## src/rtl/multicycle_control.sv

```systemverilog
// Multi-cycle control FSM: fetch/decode/exec/mem/wb sequencing, IR latch,
// datapath strobes and a memory-handshake watchdog that parks in HALT.
module multicycle_control #(
  parameter int IW         = 16,
  parameter int WAIT_LIMIT = 15
) (
  input  logic          clk,
  input  logic          rst_n,
  input  logic [IW-1:0] mem_instr,
  input  logic          mem_ready,
  input  logic          cond,
  output logic [5:0]    opcode,
  output logic [IW-1:0] ir,
  output logic          ir_write,
  output logic          pc_write,
  output logic [1:0]    pc_src,
  output logic          mem_read,
  output logic          mem_write,
  output logic          mem_addr_sel,
  output logic [1:0]    alu_src_b,
  output logic          reg_write,
  output logic [1:0]    wb_sel,
  output logic [2:0]    state,
  output logic          illegal_op,
  output logic          bus_error
);

  typedef enum logic [2:0] {
    S_FETCH  = 3'd0,
    S_DECODE = 3'd1,
    S_EXEC   = 3'd2,
    S_MEM    = 3'd3,
    S_WB     = 3'd4,
    S_HALT   = 3'd7
  } state_t;

  state_t     st;
  logic [7:0] wcnt;
  logic [5:0] op;

  logic is_rr;
  logic is_imm;
  logic is_br;
  logic is_jmp;
  logic is_jal;
  logic is_ld;
  logic is_st;
  logic is_def;
  logic expire;

  assign op     = ir[IW-1:IW-6];
  assign state  = st;

  assign is_rr  = op[5:3] == 3'b010;
  assign is_br  = op[5:2] == 4'b1000;
  assign is_jmp = op == 6'b000001;
  assign is_jal = op == 6'b000010;
  assign is_imm = (op[5:3] == 3'b110 && op[2:1] != 2'b00)
                || op == 6'b111001
                || op == 6'b111010;
  assign is_ld  = op == 6'b111011 || op == 6'b111101;
  assign is_st  = op == 6'b111100 || op == 6'b111110;
  assign is_def = is_rr | is_imm | is_br | is_jmp
                | is_jal | is_ld | is_st;

  // A ready in the limit cycle still completes the access normally.
  assign expire = !mem_ready
                && (wcnt == 8'(WAIT_LIMIT - 1));

  always_ff @(posedge clk) begin
    if (!rst_n) begin
      st        <= S_FETCH;
      ir        <= '0;
      wcnt      <= '0;
      bus_error <= 1'b0;
    end else begin
      unique case (st)
        S_FETCH: begin
          if (mem_ready) begin
            ir   <= mem_instr;
            st   <= S_DECODE;
            wcnt <= '0;
          end else if (expire) begin
            bus_error <= 1'b1;
            st        <= S_HALT;
            wcnt      <= '0;
          end else begin
            wcnt <= wcnt + 8'd1;
          end
        end
        S_DECODE: begin
          wcnt <= '0;
          st   <= is_def ? S_EXEC : S_FETCH;
        end
        S_EXEC: begin
          wcnt <= '0;
          if (is_rr || is_imm) begin
            st <= S_WB;
          end else if (is_ld || is_st) begin
            st <= S_MEM;
          end else begin
            st <= S_FETCH;
          end
        end
        S_MEM: begin
          if (mem_ready) begin
            st   <= is_ld ? S_WB : S_FETCH;
            wcnt <= '0;
          end else if (expire) begin
            bus_error <= 1'b1;
            st        <= S_HALT;
            wcnt      <= '0;
          end else begin
            wcnt <= wcnt + 8'd1;
          end
        end
        S_WB: begin
          wcnt <= '0;
          st   <= S_FETCH;
        end
        S_HALT: begin
          wcnt <= '0;
          st   <= S_HALT;
        end
        default: begin
          wcnt <= '0;
          st   <= S_FETCH;
        end
      endcase
    end
  end

  // Strobes decode from state+IR; reset forces them all low.
  always_comb begin
    opcode       = 6'b000000;
    ir_write     = 1'b0;
    pc_write     = 1'b0;
    pc_src       = 2'b00;
    mem_read     = 1'b0;
    mem_write    = 1'b0;
    mem_addr_sel = 1'b0;
    alu_src_b    = 2'b00;
    reg_write    = 1'b0;
    wb_sel       = 2'b00;
    illegal_op   = 1'b0;
    if (rst_n) begin
      unique case (st)
        S_FETCH: begin
          mem_read  = 1'b1;
          alu_src_b = 2'b01;
          ir_write  = mem_ready;
          pc_write  = mem_ready;
        end
        S_DECODE: begin
          opcode     = op;
          illegal_op = !is_def && (op != 6'b000000);
        end
        S_EXEC: begin
          opcode = op;
          unique case (1'b1)
            is_rr: alu_src_b = 2'b00;
            is_imm, is_ld, is_st: alu_src_b = 2'b10;
            is_br: begin
              pc_write = cond;
              pc_src   = 2'b01;
            end
            is_jmp: begin
              pc_write = 1'b1;
              pc_src   = 2'b10;
            end
            is_jal: begin
              pc_write  = 1'b1;
              pc_src    = 2'b10;
              reg_write = 1'b1;
              wb_sel    = 2'b10;
            end
            default: ;
          endcase
        end
        S_MEM: begin
          opcode       = op;
          mem_addr_sel = 1'b1;
          mem_read     = is_ld;
          mem_write    = is_st;
        end
        S_WB: begin
          opcode    = op;
          reg_write = 1'b1;
          wb_sel    = is_ld ? 2'b01 : 2'b00;
        end
        S_HALT: ;
        default: ;
      endcase
    end
  end

endmodule

```

## config.mk

```make
export PLATFORM = sky130hd
export DESIGN_NAME = multicycle_control
export DESIGN_NICKNAME = d
export VERILOG_FILES = /design/src/rtl/multicycle_control.sv
export SDC_FILE = /design/constraint.sdc
export NUM_CORES = 1
export LEC_CHECK = 0
export CORE_AREA = 2 2 63 65
export CTS_CLUSTER_DIAMETER = 100
export DETAILED_ROUTE_END_ITERATION = 10
export DIE_AREA = 0 0 65 67
export GPL_ROUTABILITY_DRIVEN = 0
export MAX_ROUTING_LAYER = met4
export PLACE_DENSITY = 0.78
export SLEW_MARGIN = 15
export SYNTH_ARGS = -nofsm -noshare
export SYNTH_HDL_FRONTEND = slang
export SYNTH_SLANG_ARGS = --single-unit
```

## constraint.sdc

```tcl
create_clock -name clk -period 1.5 [get_ports clk]
set_input_delay 0.15 -clock clk [delete_from_list [all_inputs] [get_ports clk]]
set_output_delay 0.15 -clock clk [all_outputs]
set_load 0.02 [all_outputs]
```

After elaboration in Yosys (flattened, before gate mapping)
Cells that the tools add are included.
Word-level totals
  word-level logic and storage cells: 88
  bits of input ports: 20
  output and inout bits: 39
  register bits after elaboration: 28
Operators by class
  reduce and logical (&&, ||, !) cells: 21
  bitwise gates (word level): 9
  eq/ne operators: 17
  multiplexer cells: 36
  $add $sub $neg: 1
Operators with widths (number)
  == test 6 bit, second input constant: 6
  two-way mux 2 bit: 8
  two-way mux 3 bit: 5
  case mux 3 bit (5 select lines): 1
  two-way mux 1 bit: 13
  two-way mux 6 bit: 2
  case mux 2 bit (2 select lines): 3
  == test 3 x 2 -> 1 bit, second input constant: 3
  == test 3 bit, second input constant: 3
  adder 8 x 1 -> 8 bit, second input constant: 1
  == test 8 x 4 -> 1 bit, second input constant: 1
  case mux 1 bit (2 select lines): 4
  OR reduction 4 bit: 2
  == test 6 x 1 -> 1 bit, second input constant: 1
  == test 6 x 2 -> 1 bit, second input constant: 1
  logical OR 1 bit: 6
  bitwise OR 1 bit: 6
  nonzero test 6 bit: 1
  == test 4 bit, second input constant: 1
  OR reduction 2 bit: 2
  == test 3 x 1 -> 1 bit, second input constant: 1
  logical AND 1 bit: 3
  logical NOT 3 bit: 1
  inverter 1 bit: 3
  5 further kinds: 6

Logic depth before layout (Yosys ltp)
  depth in word-level cells: 14
  gate-level depth with buffers: 7
  gate-level depth less buffers: 5

Worst setup path before layout
OpenSTA, ideal clock, no wires.
  kind: register to output
  start: register st[2], in the netlist state[2]
  end: output alu_src_b[1]
  slack: -0.421 ns
  buffers on the path: 1
  data arrival time: 1.771 ns
  required time: 1.350 ns
  stages on the path, launching flop included: 6
  cells stage by stage: dfxtp_1 > buf_2 > nand2b_1 > nor2_1 > nand2_1 > a2111oi_1
On the way
  longest elaborated chain between the ends: 3
  elaborated cells between the ends (all ways): 4
  classes of those cells: eq/ne (1); mux (2); reduce/logical (1)
Ends and longest elaborated chain
  from (decl): RTL line 37  | state_t st;
  from (signal assigned): RTL line 93  | st <= is_def ? S_EXEC : S_FETCH;
  from (signal assigned): RTL line 107  | st <= is_ld ? S_WB : S_FETCH;
  == test 3 x 2 -> 1 bit / logical NOT 3 bit (equally long branches): RTL line 147  | unique case (st)
  case mux 2 bit (2 select lines) *: RTL line 147
  two-way mux 2 bit *: RTL line 146  | if (rst_n) begin
  to (decl): RTL line 20  | output logic [1:0] alu_src_b,
Every way passes the cells marked *; elsewhere a longest branch is shown, timed or not.

Worst setup path after layout
  start: register ir[12]
  end: output reg_write
On the way
  longest elaborated chain between the ends: 4
Ends and longest elaborated chain
  from (decl): RTL line 13  | output logic [IW-1:0] ir,
  from (signal assigned): RTL line 80  | ir <= mem_instr;
  == test 6 x 2 -> 1 bit: RTL line 57  | assign is_jal = op == 6'b000010;
  two-way mux 1 bit: RTL line 160  | unique case (1'b1)
  case mux 1 bit (2 select lines): RTL line 147
  two-way mux 1 bit: RTL line 146
  to (decl): RTL line 21  | output logic reg_write,
Every way passes these cells.

==> run_results.csv <==
group,metric,value,unit
outcome,outcome,"finished with violations",
outcome,failed_checks,"setup timing",
timing,worst_slack,-0.432,ns
floorplan,core_area,0.00361,sq mm
worst_hold_path,timing.hold.worst_endpoint,"ir[12]$_SDFFE_PN0P_",
timing,slew_worst_pin,0.453,ns
final_layout,num_antenna_cells,0,
clock_network,cts_buffers,3,
floorplan,die_area,0.00436,sq mm
critical_path,crit_path_start_kind,"flop",
final_layout,nets,329,
synthesis,synth_cell_type_count,40,
grt,grt_first_pass_wirelength,8.76,mm
placement,detailed_place_hpwl,3.37,mm
run,cap_violations,0,
worst_hold_path,worst_hold_startpoint,"mem_instr[12]",
routing,routed_wirelength,5.48,mm
grt,overflow,0,
critical_path,worstPathMaxFanout,4,
timing,grt_setup_unrepaired,"true",
grt,first_global_vias,1925,
critical_path,crit_path_cell_trace,"or4_4 -> nor2_4 -> a31oi_2 -> nor3b_2 -> buf_4",
timing,hold_viol,0,
synthesis,synth_flop_cell,"sky130_fd_sc_hd__dfxtp_1",
clock_network,cts.reportedPaths.clkPinSlew,0.09,ns
synthesis,synthesis.yosys.warnings,0,
routing,dr.first_iter.drc_count,88,
timing,timing.slew.headroom,0.697,
pwr,cellLeakagePower,1.22,nW
final_layout,final_layout_size_suffix_gt1_frac,0.408,
clock_network,cts_root_buf,"sky130_fd_sc_hd__clkbuf_8",
critical_path,cp_slowest_cell,"sky130_fd_sc_hd__or4_4",
timing,max_freq,0.518,GHz
placement,numPlacedInstances,340,
floorplan,fp-row-count,22,
final_layout,layout_commonest_cell,"sky130_fd_sc_hd__buf_4",
timing,maxSlewViolCount,0,
worst_hold_path,hold_path_class,"in -> reg",
final_layout,layout-area-overhead-vs-synth,82.6,%
timing,timing.hold.ws,0.415,ns
clock_network,htree_num_levels,1,
synthesis,postSynthCellCount,205,
clock_network,worstSkewPairLatency,0.27,ns
critical_path,cp_data_required_time,1.35,ns
floorplan,die_width,65,um
floorplan,die_h,67,um
critical_path,worstReg2RegEnd,"state[1]$_SDFF_PN0_",
critical_path,crit_path_max_incr_delay,0.57,ns
floorplan,io-pin-count,59,
pwr,powerDensity,651,mW/mm^2
routing,antenna_left,0,
critical_path,timing.setup.critical_path_class,"reg -> out",
routing,vias,1839,
final_layout,mostFrequentLayoutCells,"sky130_fd_sc_hd__buf_4, sky130_fd_sc_hd__nand2_1, sky130_fd_sc_hd__clkdlybuf4s50_1, sky130_fd_sc_hd__dfxtp_1, sky130_fd_sc_hd__a21boi_1",
grt,grt_usage,0.266,
routing,top_layer_used,"met4",
timing,min_period,1.93,ns
grt,pin_count_of_the_biggest_net_entering_global_routing,23,
clock_network,clkSinkCount,28,
synthesis,syn_area_per_cell,7.67,sq um
critical_path,reg2regPathDepth,6,
timing,skew,0.00194,ns
final_layout,layoutNonFillerInstCount,354,
synthesis,ys_seq_elements,28,
clock_network,clock_tree_from_tritoncts,"done",
routing,drt-met1-wl,2.50,mm
synthesis,asyncSetResetFlopFracSynth,0,
synthesis,synth.net_count,227,
critical_path,r2r_setup_slack,0.01,ns
final_layout,layout.filler_cells,233,
critical_path,timing.rr.start,"ir[14]$_SDFFE_PN0P_",
timing,finalSetupViolations,16,
worst_hold_path,whs_path_depth,3,
routing,via_per_inst,5.19,
critical_path,endpoint_kind,"primary output",
routing,drt_pre_antenna_iters,4,
routing,per_cell_routed_wire_length,15.5,um
routing,drc,0,
synthesis,synth-edff-count,0,
synthesis,post_synthesis_cell_area,0.00157,sq mm
clock_network,clock_tree.buffer_depth,2,
critical_path,cp_data_arrival_time,1.78,ns
grt,number_of_antenna_violations_at_the_first_check_in_global_routing,0,
pwr,vdd_drop_max,447,uV
routing,detailroute.wirelength.met2,2.63,mm
routing,route.met3.wl,214,um
timing,final_min_period_over_clock_period,1.29,
placement,port_buffers,58,
synthesis,synth_sequential_area_ratio,0.356,
floorplan,start_util,0.436,
## cell usage after synthesis, types with 4 or more instances
cell / instances / area share
sky130_fd_sc_hd__a21boi_1: 16 / 0.076
sky130_fd_sc_hd__a31oi_1: 5 / 0.020
sky130_fd_sc_hd__and3_1: 7 / 0.028
sky130_fd_sc_hd__buf_2: 7 / 0.022
sky130_fd_sc_hd__dfxtp_1: 28 / 0.36
sky130_fd_sc_hd__inv_1: 6 / 0.014
sky130_fd_sc_hd__nand2_1: 44 / 0.11
sky130_fd_sc_hd__nand3_1: 6 / 0.019
sky130_fd_sc_hd__nand4_1: 4 / 0.016
sky130_fd_sc_hd__nor2_1: 20 / 0.048
sky130_fd_sc_hd__o21ai_0: 5 / 0.016
sky130_fd_sc_hd__xor2_1: 7 / 0.039
## report_power, final
part / internal [mW] / switching [mW] / total (mW)
Clock: 0.235 / 0.223 / 0.458
Sequential: 0.776 / 0.0320 / 0.808
Combinational: 0.307 / 0.297 / 0.605
## flip-flops by register name, indices dropped and copies added (netlist names)
signal / count
bus_error: 1
wcnt: 8
ir: 16
state: 3
## cell type report
cell class              instances  area, sq um  area share
repair buffers                111         1010       0.352
well taps                      48         60.1      0.0209
inverters                       6         22.5     0.00784
clock buffers                   4         55.1      0.0192
multi-input cells             157         1140       0.399
flip-flops and latches         28          579       0.202
## worst max-delay path by stage
stage	from	endpoint	slack (ns)	cells past startpoint
2_1_floorplan	state[2]$_SDFF_PN0_	alu_src_b[1]	-0.15	5
3_3_place_gp	rst_n	alu_src_b[1]	-0.56	6
3_5_place_dp	rst_n	alu_src_b[1]	-0.63	6
4_1_cts	ir[12]$_SDFFE_PN0P_	reg_write	-0.37	5
5_1_grt	ir[12]$_SDFFE_PN0P_	reg_write	-0.48	5
6_report	ir[12]$_SDFFE_PN0P_	reg_write	-0.43	5
## metal layers
metal  up-vias  track usage
met5         -            -
met2        60        0.448
met4         0        0.117
li1        908            -
met1       859        0.320
met3        12       0.0338
## what timing repair did
| action | in CTS | in global routing |
|---|---|---|
| hold buffers | 0 | 0 |
| setup buffers | 6 | 4 |
| pin swaps | 18 | 21 |
| endpoints found under the setup margin | 35 | 28 |
| resized for setup | 153 | 17 |
## through the flow
stage / utilization / cell area (sq um) / setup slack, ns / total power [mW] / TNS (ns)
2_1_floorplan: - / 1620 / -0.151 / 1.06 / -0.300
3_3_place_gp: 0.697 / 2510 / -0.565 / 1.31 / -9.32
3_5_place_dp: 0.697 / 2510 / -0.628 / 1.32 / -10.12
4_1_cts: 0.767 / 2770 / -0.372 / 1.84 / -1.72
5_1_grt: 0.796 / 2870 / -0.479 / 1.96 / -3.61
6_report: 0.796 / 2870 / -0.432 / 1.87 / -2.20
## cells by family after synthesis
logic type	Yosys count	synth area share
buf+inv	20	0.0652
flops	28	0.356
simple gates	107	0.335
fa+ha+maj	2	0.0159
compound gates	38	0.172
xor+xnor	10	0.0557
## critical path, delay by kind of cell (launching register included)
family / cells / cell delay [ns]
buffers and inverters: 1 / 0.17
AOI/OAI and AO/OA: 1 / 0.10
and+or+nand+nor: 3 / 0.90
DFF: 1 / 0.35
Power figures use the tool's default switching activity.
